[config.mk]
export PLATFORM = sky130hd
export DESIGN_NAME = regfile_wb_ctrl_flat
export DESIGN_NICKNAME = d
export VERILOG_FILES = /design/src/rtl/wb_pkg.sv /design/src/rtl/regfile_wb_ctrl_if.sv /design/src/rtl/wb_fifo.sv /design/src/rtl/regfile_wb_ctrl.sv /design/src/flat_wrapper.sv
export SDC_FILE = /design/constraint.sdc
export NUM_CORES = 1
export LEC_CHECK = 0
export ABC_AREA = 1
export BUFFER_PORTS_ARGS = -buffer_cell sky130_fd_sc_hd__buf_2
export CAP_MARGIN = 20
export CORE_ASPECT_RATIO = 0.7
export CORE_MARGIN = 3
export CORE_UTILIZATION = 55
export CTS_BUF_LIST = sky130_fd_sc_hd__clkbuf_8 sky130_fd_sc_hd__clkbuf_16
export DETAILED_ROUTE_END_ITERATION = 12
export HOLD_SLACK_MARGIN = 0.1
export PLACE_DENSITY = 0.91
export RECOVER_POWER = 50
export SLEW_MARGIN = 25
export SYNTH_ARGS = -nofsm -noshare
export SYNTH_HDL_FRONTEND = slang
export SYNTH_SLANG_ARGS = --single-unit
[constraint.sdc]
create_clock -name clk -period 8.2 [get_ports clk]
set_input_delay 2.05 -clock clk [delete_from_list [all_inputs] [get_ports clk]]
set_output_delay 2.05 -clock clk [all_outputs]
set_load 0.05 [all_outputs]
[src/rtl/wb_pkg.sv]
// Shared types and defaults for the register-file writeback controller.
// An entry is one pending register write: destination index plus data.
package wb_pkg;
   localparam int AW    = 5;
   localparam int DW    = 32;
   localparam int DEPTH = 4;

   typedef struct packed {
      logic [AW-1:0] wn;
      logic [DW-1:0] d;
   } wb_entry_t;
endpackage

[src/rtl/regfile_wb_ctrl_if.sv]
// Bundle of the ALU writeback, long-latency result and register-file write-port signals.
// The master side is the pipeline/testbench; the slave side is the controller.
interface regfile_wb_ctrl_if
   import wb_pkg::*;
#(
   parameter int AW    = wb_pkg::AW,
   parameter int DW    = wb_pkg::DW,
   parameter int DEPTH = wb_pkg::DEPTH
);
   localparam int CW = $clog2(DEPTH) + 1;

   logic                 alu_valid;
   logic [AW-1:0]        alu_wn;
   logic [DW-1:0]        alu_d;
   logic                 alu_hold;
   logic                 ll_issue;
   logic [AW-1:0]        ll_issue_wn;
   logic                 ll_valid;
   logic [AW-1:0]        ll_wn;
   logic [DW-1:0]        ll_d;
   logic                 ll_ready;
   logic [AW-1:0]        wn;
   logic [DW-1:0]        d;
   logic                 we;
   logic [(1<<AW)-1:0]   busy;
   logic [CW-1:0]        ll_count;

   modport master (
      output alu_valid, alu_wn, alu_d, ll_issue, ll_issue_wn, ll_valid, ll_wn, ll_d,
      input  alu_hold, ll_ready, wn, d, we, busy, ll_count
   );

   modport slave (
      input  alu_valid, alu_wn, alu_d, ll_issue, ll_issue_wn, ll_valid, ll_wn, ll_d,
      output alu_hold, ll_ready, wn, d, we, busy, ll_count
   );
endinterface

[src/rtl/wb_fifo.sv]
// Synchronous FIFO of pending long-latency register writes.
// Pointers wrap naturally because DEPTH is a power of two.
module wb_fifo
   import wb_pkg::*;
#(
   parameter int DEPTH = wb_pkg::DEPTH,
   localparam int PW   = $clog2(DEPTH),
   localparam int CW   = PW + 1
) (
   input  logic           clk,
   input  logic           clrn,
   input  logic           push,
   input  wb_entry_t      push_data,
   input  logic           pop,
   output wb_entry_t      head,
   output logic           full,
   output logic           empty,
   output logic [CW-1:0]  count
);
   wb_entry_t     mem [DEPTH];
   logic [PW-1:0] wr_ptr;
   logic [PW-1:0] rd_ptr;
   logic          push_ok;
   logic          pop_ok;

   assign full    = (count == CW'(DEPTH));
   assign empty   = (count == '0);
   assign push_ok = push && !full;
   assign pop_ok  = pop && !empty;
   assign head    = mem[rd_ptr];

   always_ff @(posedge clk) begin
      if (push_ok) mem[wr_ptr] <= push_data;
   end

   // Storage needs no reset; only the pointers and occupancy define what is valid.
   always_ff @(posedge clk or negedge clrn) begin
      if (!clrn) begin
         wr_ptr <= '0;
         rd_ptr <= '0;
         count  <= '0;
      end else begin
         if (push_ok) wr_ptr <= wr_ptr + 1'b1;
         if (pop_ok)  rd_ptr <= rd_ptr + 1'b1;
         count <= count + CW'(push_ok) - CW'(pop_ok);
      end
   end
endmodule

[src/rtl/regfile_wb_ctrl.sv]
// Merges ALU writebacks and queued long-latency results onto the single register-file
// write port, and tracks which registers still have a long-latency write pending.
module regfile_wb_ctrl
   import wb_pkg::*;
#(
   parameter int DEPTH = wb_pkg::DEPTH,
   parameter int AW    = wb_pkg::AW,
   parameter int DW    = wb_pkg::DW
) (
   input logic              clk,
   input logic              clrn,
   regfile_wb_ctrl_if.slave bus
);
   localparam int NR = 1 << AW;
   localparam int CW = $clog2(DEPTH) + 1;

   wb_entry_t     head;
   wb_entry_t     push_data;
   logic          full;
   logic          empty;
   logic          push;
   logic          pop;
   logic          alu_req;
   logic [CW-1:0] count;
   logic [NR-1:0] busy_q;
   logic [NR-1:0] busy_next;

   assign alu_req      = bus.alu_valid && (bus.alu_wn != '0);
   assign bus.ll_ready = clrn && !full;
   assign push         = bus.ll_valid && bus.ll_ready;
   assign push_data    = '{wn: bus.ll_wn, d: bus.ll_d};
   assign bus.ll_count = count;
   assign bus.busy     = busy_q;

   wb_fifo #(.DEPTH(DEPTH)) u_fifo (
      .clk       (clk),
      .clrn      (clrn),
      .push      (push),
      .push_data (push_data),
      .pop       (pop),
      .head      (head),
      .full      (full),
      .empty     (empty),
      .count     (count)
   );

   // A full FIFO outranks the ALU so long-latency producers can never deadlock.
   always_comb begin
      bus.we       = 1'b0;
      bus.wn       = '0;
      bus.d        = '0;
      bus.alu_hold = 1'b0;
      pop          = 1'b0;
      if (clrn) begin
         if (full && alu_req) begin
            pop          = 1'b1;
            bus.alu_hold = 1'b1;
            bus.we       = (head.wn != '0);
            bus.wn       = head.wn;
            bus.d        = head.d;
         end else if (alu_req) begin
            bus.we = 1'b1;
            bus.wn = bus.alu_wn;
            bus.d  = bus.alu_d;
         end else if (!empty) begin
            pop    = 1'b1;
            bus.we = (head.wn != '0);
            bus.wn = head.wn;
            bus.d  = head.d;
         end
      end
   end

   // Issue sets after the pop clears, so a same-register collision leaves it busy.
   always_comb begin
      busy_next = busy_q;
      if (pop) busy_next[head.wn] = 1'b0;
      if (bus.ll_issue && (bus.ll_issue_wn != '0)) busy_next[bus.ll_issue_wn] = 1'b1;
      busy_next[0] = 1'b0;
   end

   always_ff @(posedge clk or negedge clrn) begin
      if (!clrn) busy_q <= '0;
      else       busy_q <= busy_next;
   end
endmodule
[src/flat_wrapper.sv]
// flat-port wrapper written by rule: the top's interface ports become plain ports
module regfile_wb_ctrl_flat import wb_pkg::*;
#(
   parameter int DEPTH = wb_pkg::DEPTH,
   parameter int AW    = wb_pkg::AW,
   parameter int DW    = wb_pkg::DW
)
  (clk, clrn, bus_alu_valid, bus_alu_wn, bus_alu_d, bus_ll_issue, bus_ll_issue_wn, bus_ll_valid, bus_ll_wn, bus_ll_d, bus_alu_hold, bus_ll_ready, bus_wn, bus_d, bus_we, bus_busy, bus_ll_count);
  regfile_wb_ctrl_if #(.AW(AW), .DW(DW), .DEPTH(DEPTH)) bus_i ();
  input logic clk;
  input logic clrn;
  input wire logic [$bits(bus_i.alu_valid)-1:0] bus_alu_valid;
  input wire logic [$bits(bus_i.alu_wn)-1:0] bus_alu_wn;
  input wire logic [$bits(bus_i.alu_d)-1:0] bus_alu_d;
  input wire logic [$bits(bus_i.ll_issue)-1:0] bus_ll_issue;
  input wire logic [$bits(bus_i.ll_issue_wn)-1:0] bus_ll_issue_wn;
  input wire logic [$bits(bus_i.ll_valid)-1:0] bus_ll_valid;
  input wire logic [$bits(bus_i.ll_wn)-1:0] bus_ll_wn;
  input wire logic [$bits(bus_i.ll_d)-1:0] bus_ll_d;
  output wire logic [$bits(bus_i.alu_hold)-1:0] bus_alu_hold;
  output wire logic [$bits(bus_i.ll_ready)-1:0] bus_ll_ready;
  output wire logic [$bits(bus_i.wn)-1:0] bus_wn;
  output wire logic [$bits(bus_i.d)-1:0] bus_d;
  output wire logic [$bits(bus_i.we)-1:0] bus_we;
  output wire logic [$bits(bus_i.busy)-1:0] bus_busy;
  output wire logic [$bits(bus_i.ll_count)-1:0] bus_ll_count;
  assign bus_i.alu_valid = bus_alu_valid;
  assign bus_i.alu_wn = bus_alu_wn;
  assign bus_i.alu_d = bus_alu_d;
  assign bus_i.ll_issue = bus_ll_issue;
  assign bus_i.ll_issue_wn = bus_ll_issue_wn;
  assign bus_i.ll_valid = bus_ll_valid;
  assign bus_i.ll_wn = bus_ll_wn;
  assign bus_i.ll_d = bus_ll_d;
  assign bus_alu_hold = bus_i.alu_hold;
  assign bus_ll_ready = bus_i.ll_ready;
  assign bus_wn = bus_i.wn;
  assign bus_d = bus_i.d;
  assign bus_we = bus_i.we;
  assign bus_busy = bus_i.busy;
  assign bus_ll_count = bus_i.ll_count;
  regfile_wb_ctrl #(.DEPTH(DEPTH), .AW(AW), .DW(DW)) u_core (.clk(clk), .clrn(clrn), .bus(bus_i));
endmodule
# After elaboration in Yosys (flattened, before gate mapping)
# Memory sizes are Yosys's and may differ from the RTL's.
# Index checks and enable logic that the tools add are counted.
[word_totals] ff_bits=38 latchBits=0 ram_bits=148 romBits=0 input_bits=84 output_inout_bits=75 wordCells=58 memories=1
[memory_table] name="u_core.u_fifo.mem" words=4 width=37 read_ports=1 rd_clocked_by_memory_dff=0 wr=1 line="wb_fifo.sv:20" source="wb_entry_t mem [DEPTH];"
[op_classes] addsub=4 multipliers=0 div=0 order_cmp=4 n_eq_ne=1 n_shift=0 muxes=26 bitwise_logic=3 reduce_logical=15
[op_table] op="two-way mux 32 bit" count=6
[op_table] op="bitwise AND 32 bit" count=1
[op_table] op="inverter 32 bit" count=1
[op_table] op="bitwise OR 32 bit" count=1
[op_table] op="two-way mux 5 bit" count=4
[op_table] op="nonzero test 5 bit" count=3
[op_table] op="two-way mux 1 bit" count=14
[op_table] op="< comparator 5 x 6 -> 1 bit, second input constant" count=2
[op_table] op="demux 1 bit (select 5 bit)" count=2
[op_table] op=">= comparator 5 x 1 -> 1 bit, second input constant" count=2
[op_table] op="logical AND 1 bit" count=9
[op_table] op="adder 2 x 1 -> 2 bit, second input constant" count=2
[op_table] op="adder 3 x 1 -> 3 bit" count=1
[op_table] op="== test 3 bit, second input constant" count=1
[op_table] op="logical NOT 3 bit" count=1
[op_table] op="subtractor 3 x 1 -> 3 bit" count=1
[op_table] op="logical NOT 1 bit" count=2

# Longest topological paths before layout
# An unclocked memory read counts as a cell.
[logic_depth] depth_word=10 ltp_mapped=11 ltp_nobuf=10

# Modules after synthesis
# A second synthesis with hierarchy kept.
[unflattened] hier_cells=933 hier_area_um2=8698.3
[by_module_without_submodules] module="wb_fifo" instances=1 cells_per_inst=527 area_each_um2=6249.7 seq_area_each_um2=4619.4
[by_module_without_submodules] module="regfile_wb_ctrl" instances=1 cells_per_inst=406 area_each_um2=2448.6 seq_area_each_um2=775.7

# Worst setup path after synthesis
# OpenSTA, ideal clock, no wires.
[synth_path] path_type="input-to-output" from="input bus_alu_wn[0]" to="output bus_wn[0]" t_arrival_ns=3.689 required_time_ns=6.150 slack_ns=2.461 path_stages=6 n_path_buf=1 path_cell_list="nor2_1 nand3_1 nand3_1 nand2_2 buf_4 o21ai_0"
[synth_via] elab_chain_len=5 elab_cells_between_ends=6 classes_between="mux (3); reduce/logical (3)"
[synth_lines] item="start, declared" line="flat_wrapper.sv:13" source="input wire logic [$bits(bus_i.alu_wn)-1:0] bus_alu_wn;"
[synth_lines] item="nonzero test 5 bit" line="regfile_wb_ctrl.sv:28" source="assign alu_req = bus.alu_valid && (bus.alu_wn != '0);"
[synth_lines] item="logical AND 1 bit" line="regfile_wb_ctrl.sv:28"
[synth_lines] item="two-way mux 5 bit / logical AND 1 bit (equally long branches)" line="regfile_wb_ctrl.sv:61, regfile_wb_ctrl.sv:55"
[synth_lines] item="two-way mux 5 bit (*)" line="regfile_wb_ctrl.sv:55" source="if (full && alu_req) begin"
[synth_lines] item="two-way mux 5 bit (*)" line="regfile_wb_ctrl.sv:54" source="if (clrn) begin"
[synth_lines] item="end, declared" line="flat_wrapper.sv:22" source="output wire logic [$bits(bus_i.wn)-1:0] bus_wn;"
# Every way passes the cells marked *; elsewhere a longest branch is shown, timed or not.

# Worst setup path after layout
[layout_path] from="input clrn" to="output bus_wn[1]"
[layout_via] elab_chain_len=1
[layout_lines] item="start, declared" line="flat_wrapper.sv:11" source="input logic clrn;"
[layout_lines] item="two-way mux 5 bit" line="regfile_wb_ctrl.sv:54"
# Every way passes these cells.

==> results.toml <==
[run_status]
status = "finished clean"

[routing]
ant_nets = 0
wl_um = 19600
drcViolationCount = 0
wl_per_cell_um = 18.1
wl_met3_um = 1710
drt-met1-wl_um = 8180
vias_per_cell = 5.55
wl_met2_um = 9370
first_iter_violations = 632
top_layer_used = "met4"
vias = 6028
dr.pass1.iters = 5

[timing]
post-route-period-util_pct = 74.8
setup_viol = 0
slew_viol_final = 0
fin_skew_ns = 0.0129
max_freq_ghz = 0.163
finalSetupTns_ns = 0
timing.final.ws_setup_ns = 2.07
post-route-min-period_ns = 6.13
max_slew_margin_pct = 23.8
hold_viol = 0
tightest_slew_ns = 1.13
rsz0062_at_grt = "false"

[grt]
grt_overflow_total = 0
grt_pass1_wl_um = 30000
first_global_vias = 5861
grt_max_degree = 77
grt.total_usage_pct = 24.5
antenna_found_initial = 0

[critical_path]
slowest_stage = "nand2_1"
path_max_fanout = 40
crit_type = "primary input to output pin"
r2r_cells = 7
endpoint_kind = "output pin"
worstPathRequired_ns = 6.15
critPathLaunchType = "primary input"
crit_arrival_ns = 4.08
rrSetupSlack_ns = 5.24
path_delay_family = "buffers and inverters"
crit_chain = "clkbuf_1 -> buf_4 -> nand2_1 -> inv_2 -> nand3_1 -> o21ai_0 -> buf_2"
max_stage_delay_ns = 0.55
path_depth = 7
cp.buffers_inverters = 4

[placed_design]
gp_congestion = 0.921
placed_cell_area_um2 = 9080
io_buffers = 157
dp_slack_ns = 2.07
hpwlAfterDp_um = 12500

[logic_synthesis]
yosys_most_used_dff = "edfxtp_1"
synth.most_common_cell = "nand2_1"
ys_seq_area_share_pct = 66.1
synth_cells = 734
synth_seq_cells = 186
synth.distinct_cells = 32
synth_edf_count = 148
synth_nets = 825
synth_top_area_cell = "edfxtp_1"
synth_commonest_cells = "202 x nand2_1, 148 x edfxtp_1, 73 x nor2_1"
ys_warn_count = 0
netlist_area_um2 = 8160
synth-async-reset-ratio_pct = 20.4
yosys.area.top_type_share_pct = 54.5
syn_avg_cell_area_um2 = 11.1
synth_area_leaders = "edfxtp_1 54%, dfrtp_1 12%, nand2_1 9.3%"

[die]
fp.dieArea_um2 = 16400
die_w_um = 152
rows = 36
start_util_pct = 57.5
core_um2 = 14200
io-pin-count = 159
die_y_um = 108

[clocking]
cts_max_level = 4
cts_hold_buf = 0
cts_max_path_buffers = 2
clock-sinks = 186
root_buffer = "clkbuf_16"
clock_latency_ns = 0.44
cts_tree = "yes"
post_cts.resized_instances = 0
post_cts_buffers = 0
clk_pin_slew_ns = 0.07
numCtsBuffers = 17

[power_and_ir_drop]
power.leakage_nw = 3.76
worst_ir_drop_vdd_mv = 0.208
powerDensity_nw_per_um2 = 396

[finish]
n_fill_cell = 1059
area_growth_pct = 17.2
drive_gt1_share_pct = 21.4
nNetsFinal = 974
antenna_cells = 0
final_cell_area_um2 = 9560

[hold_path]
hold_class = "register to register"
min_path_cells = 2

[run]
cap_viol_max_count = 0
==> per-layer routing <==
| metal | global-route usage [%] | vias up |
|---|---|---|
| met2 | 39.4 | 288 |
| li1 | - | 2856 |
| met5 | 0 | - |
| met3 | 5.05 | 28 |
| met1 | 32.6 | 2856 |
| met4 | 10.4 | 0 |
==> sequential cells by signal, indices dropped and copies added (netlist names) <==
signal                flops
u_core.u_fifo.count       3
u_core.u_fifo.wr_ptr      2
u_core.u_fifo.rd_ptr      2
u_core.u_fifo.mem       148
u_core.bus.busy          31
==> per-stage QoR <==
step                instances  utilization, %  hold WS [ns]  total power [mW]
finish                   1086            67.4         0.477              3.79
global route             1086            67.4         0.492              3.98
CTS                      1086            67.9         0.474              3.81
detailed placement       1054            64.0         0.456              3.03
global placement         1054            64.0         0.449              2.98
floorplan                 734               -         0.557              2.62
==> logic make-up after synthesis <==
| logic type | synth area share [%] |
|---|---|
| simple gates | 18.1 |
| flops | 66.1 |
| compound gates | 10.3 |
| buf+inv | 3.80 |
| fa+ha+maj | 1.17 |
| xor+xnor | 0.430 |
| other cells | 0.0460 |
==> final cells by class <==
type	instances	area, um2	share of cell area [%]
Tap cell	190	238	2.49
Timing Repair Buffer	166	798	8.35
Clock inverter	15	138	1.44
Sequential cell	186	5400	56.5
Clock buffer	17	425	4.45
Inverter	27	108	1.13
Multi-Input combinational cell	485	2450	25.7
==> report_power, final <==
part | internal, mW | switching [mW]
clock network | 0.424 | 0.359
registers | 1.20 | 0.0825
logic | 0.396 | 1.33
total | 2.02 | 1.77
==> final timing paths <==
path                                             startpoint                                   to
min                            u_core.bus.busy[2]$_DFF_PN0_         u_core.bus.busy[2]$_DFF_PN0_
max                                                    clrn                            bus_wn[1]
min in group asynchronous                              clrn        u_core.bus.busy[11]$_DFF_PN0_
min reg2reg                    u_core.bus.busy[2]$_DFF_PN0_         u_core.bus.busy[2]$_DFF_PN0_
max in group asynchronous                              clrn  u_core.u_fifo.rd_ptr[0]$_DFFE_PN0P_
max reg2reg                u_core.u_fifo.count[1]$_DFF_PN0_    u_core.u_fifo.mem[3][4]$_DFFE_PP_
==> tightest hold or removal path, delay by kind of cell, from the launching register on <==
family           cells  cell delay (ns)
AND/OR/NAND/NOR      2             0.10
flip-flops           1             0.35
==> cell usage in the layout, fill, tap and decap left out, drive strengths merged <==
cell type and instances:
xnor2 1, o2bb2ai 30, o22ai 33, clkinv 6, clkinvlp 1, ha 6, bufinv 1, clkbuf 61
a21oi 4, inv 34, buf 122, nand3 22, nor2 85, nand2 219, nor3 10, fa 1
xor2 3, conb 1, o21ai 70, dfrtp 38, edfxtp 148
(Power assumes the default switching activity.)
